==> src/rtl/uart_rx.sv <==
// uart_rx: 8N1/8E1 UART receiver with oversampled 2-of-3 mid-bit voting
// and a valid/ready byte output carrying parity, framing and overrun status.
module uart_rx #(
  parameter int PARITY_EN = 0,
  parameter int OS_RATE   = 16
) (
  input  logic       clk,
  input  logic       rst,
  input  logic       rx_os_stb,
  input  logic       rxd,
  output logic [7:0] dout,
  output logic       dout_valid,
  input  logic       dout_ready,
  output logic       parity_err,
  output logic       frame_err,
  output logic       overrun,
  input  logic       overrun_clr,
  output logic       rx_busy
);

  localparam int OW = $clog2(OS_RATE);
  localparam logic [OW-1:0] S0 = OW'(OS_RATE/2-1);
  localparam logic [OW-1:0] S1 = OW'(OS_RATE/2);
  localparam logic [OW-1:0] VP = OW'(OS_RATE/2+1);
  localparam logic [OW-1:0] BE = OW'(OS_RATE-1);

  typedef enum logic [2:0] {
    IDLE, START, DATA, PARITY, STOP, WAIT_HIGH
  } state_t;

  state_t        state, state_n;
  logic [OW-1:0] os_cnt, os_n;
  logic [2:0]    bit_cnt, bit_n;
  logic          s1, rxd_s;
  logic          v0, v1, voted;
  logic [7:0]    shift;
  logic          perr;
  logic          at_vp, at_end;
  logic          shift_en, perr_en, clr_err, done;
  logic          load, drop;

  assign at_vp   = os_cnt == VP;
  assign at_end  = os_cnt == BE;
  assign voted   = (v0 & v1) | (v0 & rxd_s) | (v1 & rxd_s);
  assign load    = done & (~dout_valid | dout_ready);
  assign drop    = done & dout_valid & ~dout_ready;
  assign rx_busy = state != IDLE;

  always_ff @(posedge clk) begin
    if (rst) state <= IDLE;
    else     state <= state_n;
  end

  always_comb begin
    state_n  = state;
    os_n     = os_cnt;
    bit_n    = bit_cnt;
    shift_en = 1'b0;
    perr_en  = 1'b0;
    clr_err  = 1'b0;
    done     = 1'b0;
    if (rx_os_stb) begin
      os_n = at_end ? '0 : os_cnt + 1'b1;
      unique case (state)
        // detection strobe is tick 0 of the start bit
        IDLE: begin
          if (!rxd_s) begin
            state_n = START;
            clr_err = 1'b1;
          end else begin
            os_n = '0;
          end
        end
        START: begin
          if (at_vp && voted) begin
            state_n = IDLE;
            os_n    = '0;
          end else if (at_end) begin
            state_n = DATA;
            bit_n   = '0;
          end
        end
        DATA: begin
          shift_en = at_vp;
          if (at_end) begin
            bit_n = bit_cnt + 3'd1;
            if (bit_cnt == 3'd7)
              state_n = (PARITY_EN != 0) ? PARITY : STOP;
          end
        end
        PARITY: begin
          perr_en = at_vp;
          if (at_end) state_n = STOP;
        end
        // frame ends at the stop vote so a new start edge is not missed
        STOP: begin
          if (at_vp) begin
            done    = 1'b1;
            os_n    = '0;
            state_n = voted ? IDLE : WAIT_HIGH;
          end
        end
        WAIT_HIGH: begin
          os_n = '0;
          if (rxd_s) state_n = IDLE;
        end
        default: begin
          state_n = IDLE;
          os_n    = '0;
        end
      endcase
    end
  end

  always_ff @(posedge clk) begin
    if (rst) begin
      os_cnt     <= '0;
      bit_cnt    <= '0;
      s1         <= 1'b1;
      rxd_s      <= 1'b1;
      v0         <= 1'b1;
      v1         <= 1'b1;
      shift      <= '0;
      perr       <= 1'b0;
      dout       <= '0;
      dout_valid <= 1'b0;
      parity_err <= 1'b0;
      frame_err  <= 1'b0;
      overrun    <= 1'b0;
    end else begin
      s1      <= rxd;
      rxd_s   <= s1;
      os_cnt  <= os_n;
      bit_cnt <= bit_n;
      if (rx_os_stb && os_cnt == S0) v0 <= rxd_s;
      if (rx_os_stb && os_cnt == S1) v1 <= rxd_s;
      if (shift_en) shift[bit_cnt] <= voted;
      if (clr_err)      perr <= 1'b0;
      else if (perr_en) perr <= voted ^ (^shift);
      if (load) begin
        dout       <= shift;
        parity_err <= perr;
        frame_err  <= ~voted;
      end
      if (load)            dout_valid <= 1'b1;
      else if (dout_ready) dout_valid <= 1'b0;
      if (drop)             overrun <= 1'b1;
      else if (overrun_clr) overrun <= 1'b0;
    end
  end

endmodule

==> config.mk <==
export PLATFORM = sky130hd
export DESIGN_NAME = uart_rx
export DESIGN_NICKNAME = d
export VERILOG_FILES = /design/src/rtl/uart_rx.sv
export SDC_FILE = /design/constraint.sdc
export NUM_CORES = 1
export LEC_CHECK = 0
export BUFFER_PORTS_ARGS = -buffer_cell sky130_fd_sc_hd__buf_2
export CORE_MARGIN = 8
export CORE_UTILIZATION = 42
export DETAILED_ROUTE_END_ITERATION = 16
export PLACE_DENSITY = 0.72
export SYNTH_ARGS = -nofsm -noshare
export SYNTH_HDL_FRONTEND = slang
export SYNTH_SLANG_ARGS = --single-unit
==> constraint.sdc <==
create_clock -name clk -period 2.1 [get_ports clk]
set_clock_uncertainty 0.15 [all_clocks]
set_input_delay 0.21 -clock clk [delete_from_list [all_inputs] [get_ports clk]]
set_output_delay 0.21 -clock clk [all_outputs]
set_load 0.1 [all_outputs]
==> metrics.cfg, run 1 <==
[detailed_routing]
wl_mm = 3.507
vias = 1404
vias_per_cell = 5.258
ant_nets = 0
drc_errors = 0
firstDrtPassIters = 4
drt_iter0_markers = 108
wl_per_cell_um = 13.13

[finish]
final.fill_count = 390
areaGrowthSynthToFinish_pct = 17.23
final_util_pct = 51.62
stdcell_count = 267
multiInputGateArea_um2 = 969.7
regArea_um2 = 701.9
final_nets = 227
antenna-diode-count = 0
final_area_um2 = 2095
layout-drive-gt1-share_pct = 25.81

[placement]
dp_slack_ps = 164.6
dp_hpwl_mm = 2.573
io_buffers = 18
dpl_cell_area_um2 = 1951
dp.cells = 258
gp_congestion = 0.8389

[setup_path]
critical_path_class = register to register
arrival_ps = 1980
crit_required_ps = 2120
endpoint_kind = register
setup.worst_path.start_class = register
crit_fanout = 7

[grt]
grt_pass1_wl_mm = 6.216
antenna_found_initial = 0
grt_start_max_net_pins = 25
grt-ovfl-total = 0
grt_usage_pct = 12.09
grt_pass1_vias = 1349

[synthesis]
synth_top_flop_cell = dfxtp_1
async_flop_share_pct = 0
synth_cell_types = 50
syn_inst = 190
synth_edf_count = 0
syn_avg_cell_area_um2 = 9.404
synth-seq-cells = 35
synth_nets = 201
netlist_area_um2 = 1787
seq_area_frac_synth_pct = 39.22
yosys_warnings = 0

[outcome]
outcome = finished clean

[clocking]
worstSkewPairLatency_ps = 290
max-clock-path-buffers = 2
cts_root_buf = clkbuf_8
numCtsBuffers = 5
cts_tree = yes
h-tree-depth = 2
clk_pin_slew_ps = 70
cts.sinks = 35

[floorplan]
start_util_pct = 44.03
die_area_um2 = 6598
die_h_um = 81.23
die_x_um = 81.23
rows = 23
core_um2 = 4058
io_pins = 19

[power_and_ir_drop]
powerDensity_nw_per_um2 = 709.4
power_mw = 1.486
leakagePower_nw = 0.9094
ir_worst_vdd_v = 0.0003029

[timing]
setup_slack_ps = 147.0
period_needed_ps = 1953
final-hold-violation-count = 0
hold_ws_ps = 31.91
min_period_over_period_pct = 93.00
setup_violations = 0
slew_violations = 0
timing.fmax_mhz = 512.0
worst_pin_slew_ps = 472.5
rsz0062_at_grt = no
slew_headroom_pct = 68.21
final.setup.tns_ps = 0

[worst_hold_path]
min_path_type = input port to register

[run]
drv_cap = 0

==> worst paths after layout <==
path,slack [ps],startpoint,endpoint,depth (start not counted)
max reg2reg,150,state[2],dout[3],6
max,150,state[2],dout[3],6
min reg2reg,260,s1,rxd_s,1
min,30,overrun_clr,overrun,3
==> cells in the final DEF (no fill, tap or decap), drive strengths merged, types with 2 or more instances in the layout <==
cell    netlist  final
ha            5      5
or3           4      4
nor4          2      2
a211o         2      2
nand3         6      6
inv           6      6
dfxtp        35     35
nor3b         2      2
o21ai         4      4
nand2b        7      7
bufinv        0      2
nand4         3      3
or2           4      4
or3b          3      3
xnor2         6      6
a22o          2      2
mux2i        20     20
nor2         25     25
a21oi         8      8
nor3          3      3
buf          10     32
clkbuf        4      6
nor2b         2      2
nand2         6      6
nand3b        4      4
==> logic make-up (layout without fill, tap and decap cells) <==
logic type / after synthesis / count (layout) / synth area share, %
fa+ha+maj: 6 / 6 / 4.132
simple gates: 75 / 75 / 23.88
mux: 21 / 21 / 11.83
compound gates: 25 / 25 / 9.735
xor+xnor: 8 / 8 / 4.692
buf+inv: 20 / 47 / 6.513
flops: 35 / 35 / 39.22
==> flip-flops by register name, summed over array words and instances (netlist names) <==
register,flops
state,3
overrun,1
dout_valid,1
perr,1
v1,1
frame_err,1
rxd_s,1
bit_cnt,3
dout,8
os_cnt,4
v0,1
shift,8
parity_err,1
s1,1
==> cells in the mapped netlist (3+ instances only) <==
cell,n,area share (%)
buf_2,6,1.7
or2_2,4,1.4
dfxtp_1,35,39
nor3_1,3,0.84
nand4_1,3,1.1
o21ai_0,3,0.84
xnor2_1,6,2.9
ha_1,5,3.5
nand3b_1,4,1.7
nand3_1,6,1.7
nand2b_1,7,2.5
nor2_1,25,5.3
clkbuf_1,3,0.63
nand2_1,6,1.3
mux2i_1,20,11
a21oi_1,8,2.2
inv_1,6,1.3
==> metal layers <==
layer | GRT usage [%] | vias to the layer above | share of wire (%)
met3 | 3.201 | 8 | 4.5
met5 | 0 | - | 0
met4 | 7.321 | 0 | 2.7
li1 | - | 708 | -
met1 | 14.98 | 661 | 46
met2 | 18.36 | 27 | 47
==> where the power goes <==
| part | leakage, nW | internal, mW | switching, mW |
|---|---|---|---|
| combinational | 0.561 | 0.0366 | 0.0577 |
| clock | 0.0654 | 0.474 | 0.242 |
| sequential | 0.283 | 0.669 | 0.00638 |
==> worst max-delay path: stages (launching register included) <==
cell,delay (ps)
dfxtp_1,440
or3b_2,530
nor2_1,180
nand2_1,100
buf_4,190
mux2i_1,190
nor2_1,50
==> cell type report <==
class                           count  share of cell area [%]
Clock buffer                        6                   3.465
Clock inverter                      2                   2.867
Tap cell                           50                   2.987
Timing Repair Buffer               33                   9.797
Inverter                            6                   1.075
Multi-Input combinational cell    135                   46.30
Sequential cell                    35                   33.51
==> timing repair <==
item	in CTS	in global routing
setup endpoints to repair	0	2
resized for setup	0	1
endpoints found under the hold margin	1	0
hold buffers	1	0
buffers inserted	0	0
Note: power is estimated with default switching activity, not from simulation.
==> inputs of run 2 (changes only) <==
Settings changed: CORE_UTILIZATION 42 to 40, PLACE_DENSITY 0.72 to 0.7.
==> run 2 against run 1 <==
Compared with the run above:
- sequential share of layout area grew 0.24 points
- global-route usage down 2.1 points
- flip-flop and latch count did not move
- critical path depth is 1 lower
- final cell count increased by 0.75%
- register-to-register slack better by 30 ps
- first-iteration DRC count fell by 44%
- combinational power up 2.7%
- routed wire length is 2.3% lower
- non-clock buffer count unchanged
- critical endpoint is now shift[4]
- largest power group is now registers
==> metrics.cfg, run 2 (synthesis gave the netlist of run 1 again) <==
[power_and_ir_drop]
leakagePower_nw = 0.9009
powerDensity_nw_per_um2 = 667.0
ir_worst_vdd_v = 0.0003041
power_mw = 1.385

[timing]
final-hold-violation-count = 0
worst_pin_slew_ps = 487.1
hold_ws_ps = 28.09
rsz0062_at_grt = no
slew_violations = 0
final.setup.tns_ps = 0
setup_violations = 0
min_period_over_period_pct = 91.75
timing.fmax_mhz = 519.0
slew_headroom_pct = 67.75
period_needed_ps = 1927

[grt]
grt_pass1_vias = 1214
antenna_found_initial = 0
grt_usage_pct = 10.02
grt-ovfl-total = 0
grt_start_max_net_pins = 20
grt_pass1_wl_mm = 5.706

[detailed_routing]
firstDrtPassIters = 4
wl_mm = 3.425
ant_nets = 0
drc_errors = 0
drt_iter0_markers = 61
vias_per_cell = 5.056
vias = 1360
wl_per_cell_um = 12.73

[finish]
antenna-diode-count = 0
final_util_pct = 48.00
areaGrowthSynthToFinish_pct = 16.18
final_area_um2 = 2076
final_cell_mix = dfxtp_1 (35), nor2_1 (25), mux2i_1 (20), buf_2 (18), buf_4 (14)
layout-drive-gt1-share_pct = 25.81
reg_top3 = dout: 8 flops, shift: 8 flops, os_cnt: 4 flops
final_common_cell = dfxtp_1
final_nets = 227

[clocking]
worstSkewPairLatency_ps = 300
cts_root_buf = clkbuf_8
numCtsBuffers = 5
max-clock-path-buffers = 2
h-tree-depth = 2
clk_pin_slew_ps = 80
cts_tree = yes
cts.sinks = 35

[setup_path]
worst_path_max_delay_cell = or3b_4
critical_path.cell_chain = or3b_4 > or3_4 > nor3b_2 > mux2i_1 > nor2_1
arrival_ps = 1970
crit_cells = 5
crit_path_max_incr_delay_ps = 450
r2r_slack_ps = 170
crit_fanout = 11
endpoint_kind = register
crit_required_ps = 2140
cpLargestDelayFamily = simple AND/OR/NAND/NOR gates
critical_path_class = register to register
cp-endpoint = shift[4]
worstReg2RegEnd = shift[4]
path_buf_inv = 0
reg2regPathDepth = 5
setup.worst_path.start = state[0]
setup.worst_path.start_class = register
r2r_start = state[0]

[outcome]
outcome = finished clean

[worst_hold_path]
min_path_type = input port to register

[floorplan]
die_area_um2 = 6862
die_h_um = 82.84
io_pins = 19
die_x_um = 82.84
core_um2 = 4324
rows = 24
start_util_pct = 41.32

[placement]
gp_congestion = 0.8575
dp_hpwl_mm = 2.425
dpl_cell_area_um2 = 1938
io_buffers = 18

[run]
drv_cap = 0

-- run 2: cell count changes in the layout (fill, tap and decap cells not counted) --
cell	before	now
dfxtp_1	34	35
clkinv_2	0	1
clkbuf_1	1	0
clkinv_4	0	1
dfxtp_2	1	0
bufinv_16	2	1
-- run 2: cell type report --
| cell class | instances | area [um2] |
|---|---|---|
| Inverter | 6 | 22.52 |
| Tap cell | 52 | 65.06 |
| Multi-Input combinational cell | 135 | 969.7 |
| Timing Repair Buffer | 33 | 205.2 |
| Clock buffer | 5 | 68.82 |
| Sequential cell | 35 | 700.7 |
| Fill cell | 423 | 2248 |
| Clock inverter | 3 | 43.79 |
-- run 2: worst min-delay path by stage --
stage	end	start	cells after the start
finish	overrun	overrun_clr	3
floorplan	s1	rxd	1
detailed placement	s1	rxd	2
CTS	overrun	overrun_clr	3
global placement	s1	rxd	2
global route	overrun	overrun_clr	3
-- run 2: timing repair --
action                                  CTS  global route
endpoints found under the setup margin    0             1
gates resized for setup                   0             0
endpoints found under the hold margin     1             0
hold buffers                              1             0
buffers inserted                          0             2
-- run 2: through the flow --
step                instances  worst slack, ps
floorplan                 190            133.8
global placement          258            204.7
detailed placement        258            116.3
CTS                       267            99.66
global route              269            8.361
finish                    269            173.2
-- run 2: worst reg2reg max path: cells and delay by family (launching register included) --
family	cells	cell delay, ps
simple gates	4	1070
mux	1	200
flops	1	400
-- run 2: where the power goes --
group,switching [mW],internal (mW)
Sequential,0.00776,0.668
Clock,0.258,0.353
Combinational,0.0560,0.0407
-- run 2: layer usage --
metal	GRT usage (%)	routed length, um	up-vias
met3	3.906	157	6
met2	15.42	1624	26
met4	6.070	76	0
met5	0	0	-
li1	-	-	711
met1	11.40	1567	617
